$ cat config.mk
export PLATFORM = sky130hd
export DESIGN_NAME = writeback_unit
export DESIGN_NICKNAME = d
export VERILOG_FILES = /design/src/rtl/writeback_unit.sv
export SDC_FILE = /design/constraint.sdc
export NUM_CORES = 1
export LEC_CHECK = 0
export CAP_MARGIN = 20
export CELL_PAD_IN_SITES_DETAIL_PLACEMENT = 1
export CELL_PAD_IN_SITES_GLOBAL_PLACEMENT = 1
export CORE_MARGIN = 1.5
export CORE_UTILIZATION = 36
export DETAILED_ROUTE_END_ITERATION = 8
export MAX_ROUTING_LAYER = met4
export PLACE_DENSITY_LB_ADDON = 0.2
export SLEW_MARGIN = 20
export SYNTH_ARGS = -nofsm -noshare
export SYNTH_HDL_FRONTEND = slang
export SYNTH_SLANG_ARGS = --single-unit
$ cat constraint.sdc
create_clock -name clock -period 2.9 [get_ports clock]
set_clock_uncertainty 0.05 [all_clocks]
set_input_delay 0.58 -clock clock [delete_from_list [all_inputs] [get_ports clock]]
set_output_delay 0.58 -clock clock [all_outputs]
set_load 0.01 [all_outputs]
$ cat src/rtl/writeback_unit.sv
// Final RV32I pipeline stage: selects the writeback source, waits for load data,
// extracts/extends sub-word loads and drives the register-file write port.
module writeback_unit #(
  parameter int unsigned MEM_TIMEOUT = 16
) (
  input  logic        clock,
  input  logic        reset,
  input  logic        in_valid,
  output logic        in_ready,
  input  logic [4:0]  in_rd,
  input  logic [1:0]  in_wb_sel,
  input  logic [31:0] in_alu_result,
  input  logic [31:0] in_pc,
  input  logic [2:0]  in_funct3,
  input  logic        mem_rvalid,
  input  logic [31:0] mem_rdata,
  output logic [4:0]  rd,
  output logic [31:0] data,
  output logic        reg_write,
  output logic        wb_error
);

  localparam int unsigned CNT_W = 8;

  typedef enum logic {
    S_IDLE,
    S_WAIT_MEM
  } state_t;

  state_t             r_state, w_state_nxt;
  logic [CNT_W-1:0]   r_cnt, w_cnt_nxt;
  logic [4:0]         r_ld_rd, w_ld_rd_nxt;
  logic [2:0]         r_ld_funct3, w_ld_funct3_nxt;
  logic [1:0]         r_ld_addr, w_ld_addr_nxt;
  logic [4:0]         r_rd, w_rd_nxt;
  logic [31:0]        r_data, w_data_nxt;
  logic               r_reg_write, w_reg_write_nxt;
  logic               r_wb_error, w_wb_error_nxt;
  logic               w_load_ok;

  // Legal load type whose address is naturally aligned for its access size
  function automatic logic load_legal_aligned(input logic [2:0] f3, input logic [1:0] a);
    case (f3)
      3'b000, 3'b100: return 1'b1;
      3'b001, 3'b101: return ~a[0];
      3'b010:         return (a == 2'b00);
      default:        return 1'b0;
    endcase
  endfunction

  function automatic logic [31:0] load_extract(input logic [2:0] f3, input logic [1:0] a,
                                               input logic [31:0] w);
    logic [7:0]  b;
    logic [15:0] h;
    case (a)
      2'd0:    b = w[7:0];
      2'd1:    b = w[15:8];
      2'd2:    b = w[23:16];
      default: b = w[31:24];
    endcase
    h = a[1] ? w[31:16] : w[15:0];
    case (f3)
      3'b000:  return {{24{b[7]}}, b};
      3'b001:  return {{16{h[15]}}, h};
      3'b100:  return {24'd0, b};
      3'b101:  return {16'd0, h};
      default: return w;
    endcase
  endfunction

  assign w_load_ok = load_legal_aligned(in_funct3, in_alu_result[1:0]);
  assign in_ready  = (r_state == S_IDLE);

  always_ff @(posedge clock or posedge reset) begin
    if (reset) begin
      r_state     <= S_IDLE;
      r_cnt       <= '0;
      r_ld_rd     <= '0;
      r_ld_funct3 <= '0;
      r_ld_addr   <= '0;
      r_rd        <= '0;
      r_data      <= '0;
      r_reg_write <= 1'b0;
      r_wb_error  <= 1'b0;
    end else begin
      r_state     <= w_state_nxt;
      r_cnt       <= w_cnt_nxt;
      r_ld_rd     <= w_ld_rd_nxt;
      r_ld_funct3 <= w_ld_funct3_nxt;
      r_ld_addr   <= w_ld_addr_nxt;
      r_rd        <= w_rd_nxt;
      r_data      <= w_data_nxt;
      r_reg_write <= w_reg_write_nxt;
      r_wb_error  <= w_wb_error_nxt;
    end
  end

  // Next-state and registered-output logic; rd/data hold unless something is written
  always_comb begin
    w_state_nxt     = r_state;
    w_cnt_nxt       = r_cnt;
    w_ld_rd_nxt     = r_ld_rd;
    w_ld_funct3_nxt = r_ld_funct3;
    w_ld_addr_nxt   = r_ld_addr;
    w_rd_nxt        = r_rd;
    w_data_nxt      = r_data;
    w_reg_write_nxt = 1'b0;
    w_wb_error_nxt  = 1'b0;

    case (r_state)
      S_IDLE: begin
        if (in_valid) begin
          case (in_wb_sel)
            2'd0: begin
              w_rd_nxt        = in_rd;
              w_data_nxt      = in_alu_result;
              w_reg_write_nxt = (in_rd != 5'd0);
            end
            2'd2: begin
              w_rd_nxt        = in_rd;
              w_data_nxt      = in_pc + 32'd4;
              w_reg_write_nxt = (in_rd != 5'd0);
            end
            2'd1: begin
              if (w_load_ok) begin
                w_ld_rd_nxt     = in_rd;
                w_ld_funct3_nxt = in_funct3;
                w_ld_addr_nxt   = in_alu_result[1:0];
                w_cnt_nxt       = '0;
                w_state_nxt     = S_WAIT_MEM;
              end else begin
                w_wb_error_nxt  = 1'b1;
              end
            end
            default: ;
          endcase
        end
      end

      S_WAIT_MEM: begin
        // A response on the timeout edge still wins over the timeout
        if (mem_rvalid) begin
          w_rd_nxt        = r_ld_rd;
          w_data_nxt      = load_extract(r_ld_funct3, r_ld_addr, mem_rdata);
          w_reg_write_nxt = (r_ld_rd != 5'd0);
          w_cnt_nxt       = '0;
          w_state_nxt     = S_IDLE;
        end else if ((r_cnt + CNT_W'(1)) == CNT_W'(MEM_TIMEOUT)) begin
          w_wb_error_nxt  = 1'b1;
          w_cnt_nxt       = '0;
          w_state_nxt     = S_IDLE;
        end else begin
          w_cnt_nxt       = r_cnt + CNT_W'(1);
        end
      end

      default: w_state_nxt = S_IDLE;
    endcase
  end

  assign rd        = r_rd;
  assign data      = r_data;
  assign reg_write = r_reg_write;
  assign wb_error  = r_wb_error;

endmodule

==> summary.md <==
| Metric | Value |
|---|---|
| Num CTS Buffers | 9 |
| Status | finished clean |
| Synthesized area | 0.00413 mm2 |
| Initial Util | 37.5% |
| Via count | 4555 |
| FFs w/ async S/R, synth | 100% |
| # hold bufs at CTS | 0 |
| GR Util met2 | 48.3% |
| Clock power frac | 31.5% |
| Core ar. | 0.0110 mm2 |
| Cells along the critical path | clkdlybuf4s50_1 -> ha_1 -> and3_1 -> nand4_2 -> buf_4 -> nor3_2 -> xnor2_1 -> a211oi_1 |
| CTS Sinks | 58 |
| Max Cap Viol | 0 |
| CTS tree | built |
| Setup Crit Path Kind | input pin to flip-flop |
| Layout cells sized above 1 | 11.8% |
| Worst path max stage delay | 520 ps |
| Critical path's slowest cell | clkdlybuf4s50_1 |
| Global route total overflow | 0 |
| Synth Area per Inst | 8.91 um2 |
| Worst-Margin Slew | 708 ps |
| Yosys warning count | 0 |
| 1st-iter DRT viols | 206 |
| Layout net count | 726 |
| Vias/cell | 6.01 |
| Period utilization | 80.2% |
| Switching Fraction | 32.9% |
| CP required | 3080 ps |
| GRT Util Overall | 29.1% |
| Antenna-violating nets left | 0 |
| Initial antenna violation count | 0 |
| H-tree level count | 3 |
| DIE WIDTH | 110 um |
| DRT Pass-1 Iters | 4 |
| Pin count of the biggest net entering global routing | 36 |
| Routed wire length per instance | 21.8 um |
| Worst-skew pair later-pin latency | 320 ps |
| First-pass GRT wire length | 25.8 mm |
| Peak VDD IR | 0.306 mV |
| Drc violations | 0 |
| Row count | 38 |
| Relative slew slack | 52.6% |
| Sequential power share | 33.4% |
| Cell with the most instances after synthesis | dfrtp_1 |
| Overall power | 3.36 mW |
| Crit Path Max Fanout | 6 |
| Switching Power | 1.11 mW |
| Placer Congestion | 0.927 |
| Post-CTS Setup Bufs | 0 |
| Final Hold Fails | 0 |
| Met1 Use GR | 35.8% |
| Synth Instances | 464 |
| GRT met3 Usage | 4.29% |
| Reg clk slew, reported paths | 50 ps |
| Largest area contributor in the netlist | dfrtp_1 |
| Die H | 110 um |
| I/O pins | 150 |
| Worst setup EP type | flip-flop |
| Ant. Diodes | 0 |
| Die area | 0.0121 mm2 |
| Root Buffer | clkbuf_16 |
| Synth-to-Final Area Change | 48.0% |
| Static Leakage | 2.40 nW |
| # setup viols final | 0 |
| Final wirelength | 16.5 mm |
| Gr busiest metal | met2 |
| Clock Tree Buf Depth | 2 |
| Startpoint type of the worst setup path | input pin |
| Top cells by count, synth | dfrtp_1 (58), nand2_1 (51), a21oi_1 (37), o21ai_0 (30), nor2_1 (21) |
| Sequential-to-total area share from yosys stat | 35.1% |
| Yosys top cell area share | 35.1% |
| WP data arrival | 2510 ps |
| Syn_nets | 577 |
| Final Slew Violations | 0 |
| Peak Freq | 430 MHz |
| Detailed placer's ending HPWL | 12.7 mm |
| EDFF count, synth | 0 |
| Largest cells by area after synthesis | dfrtp_1 (35%), nand2_1 (4.6%), a21oi_1 (4.5%) |
| HP Class | flip-flop to flip-flop |
| PD cells | 549 mW/mm2 |
| Unique masters post-synth | 69 |
| Final min period | 2330 ps |
| #FFs+latches synth | 58 |
| RSZ-0062 raised after global routing | false |
| Synth Flop Type | dfrtp_1 |
| Post-CTS sizing | 0 |
| Internal power | 2.25 mW |
| Combinational power share | 35.1% |
| Vias in the first global route | 4866 |
| Setup_tns | 0 ps |
| I/O Buffers | 149 |
==> cells by family after synthesis <==
group | count (synthesis) | share of synthesized area (%)
AO/OA/AOI/OAI | 166 | 27.9
XOR/XNOR | 24 | 5.09
adder cells (fa/ha/maj) | 3 | 0.908
buffers and inverters | 39 | 4.54
flip-flops | 58 | 35.1
multiplexers | 25 | 6.93
AND/OR/NAND/NOR | 149 | 19.5
==> sequential cells by signal (all words and copies together) (netlist names) <==
signal	cells
r_cnt	8
rd	5
r_state	1
r_ld_addr	2
wb_error	1
data	32
r_ld_rd	5
reg_write	1
r_ld_funct3	3
==> per-layer routing <==
metal  wire length, um  part of all wire, %
met3              1220                  7.4
met5                 0                    0
met1              6710                   41
met2              8080                   49
met4               505                  3.1
==> power groups by stage <==
stage	logic [mW]	registers [mW]	clock network, mW
4_1_cts	1.18	1.12	1.08
3_5_place_dp	1.17	1.13	0
2_1_floorplan	0.541	1.13	0
5_1_grt	1.27	1.14	1.11
6_report	1.18	1.12	1.06
3_3_place_gp	1.14	1.12	0
==> worst max-delay path, delay by kind of cell <==
kind            cells  cell delay (ps)
simple gates        3              620
xor+xnor            1               90
buf+inv             2              770
compound gates      1              230
fa+ha+maj           1              200
==> area by class of cell <==
class	count	area [um2]
Clock buffer	9	225
Clock inverter	7	70.1
Timing Repair Buffer	170	1670
Sequential cell	58	1450
Inverter	7	26.3
Multi-Input combinational cell	367	2490
Fill cell	1298	4910
Tap cell	140	175
==> final timing paths <==
path	start	end	slack (ps)	cells after the start
hold reg to reg	rd[2]$_DFFE_PP0P_	rd[2]$_DFFE_PP0P_	440	2
setup reg to reg	r_ld_funct3[0]$_DFFE_PP0P_	data[5]$_DFFE_PP0P_	660	5
min in group asynchronous	reset	data[23]$_DFFE_PP0P_	590	2
max in group asynchronous	reset	data[1]$_DFFE_PP0P_	1600	3
setup / recovery	in_pc[2]	data[22]$_DFFE_PP0P_	570	8
hold / removal	rd[2]$_DFFE_PP0P_	rd[2]$_DFFE_PP0P_	440	2
==> per-stage QoR <==
step / area [um2] / setup slack [ps] / util (%) / hold WS (ps) / cells
finish: 6120 / 573 / 55.4 / 437 / 758
global route: 6120 / 447 / 55.4 / 481 / 758
CTS: 6120 / 583 / 55.4 / 449 / 758
detailed placement: 5820 / 242 / 52.8 / 426 / 742
global placement: 5820 / 315 / 52.8 / 410 / 742
floorplan: 4130 / 842 / - / 402 / 464
==> layout by cell type (no fill, tap or decap), types with 9 or more instances in the layout <==
cell type / count
buf_4: 19
o21ai_0: 30
nand3_1: 16
o22ai_1: 11
a211oi_1: 11
xnor2_1: 11
xor2_1: 13
nor2_1: 21
dfrtp_1: 58
nand2_1: 51
a21oi_1: 37
clkdlybuf4s50_1: 149
clkbuf_16: 9
a31oi_1: 10
or3_1: 9
mux2_2: 15
(Power assumes the default switching activity.)
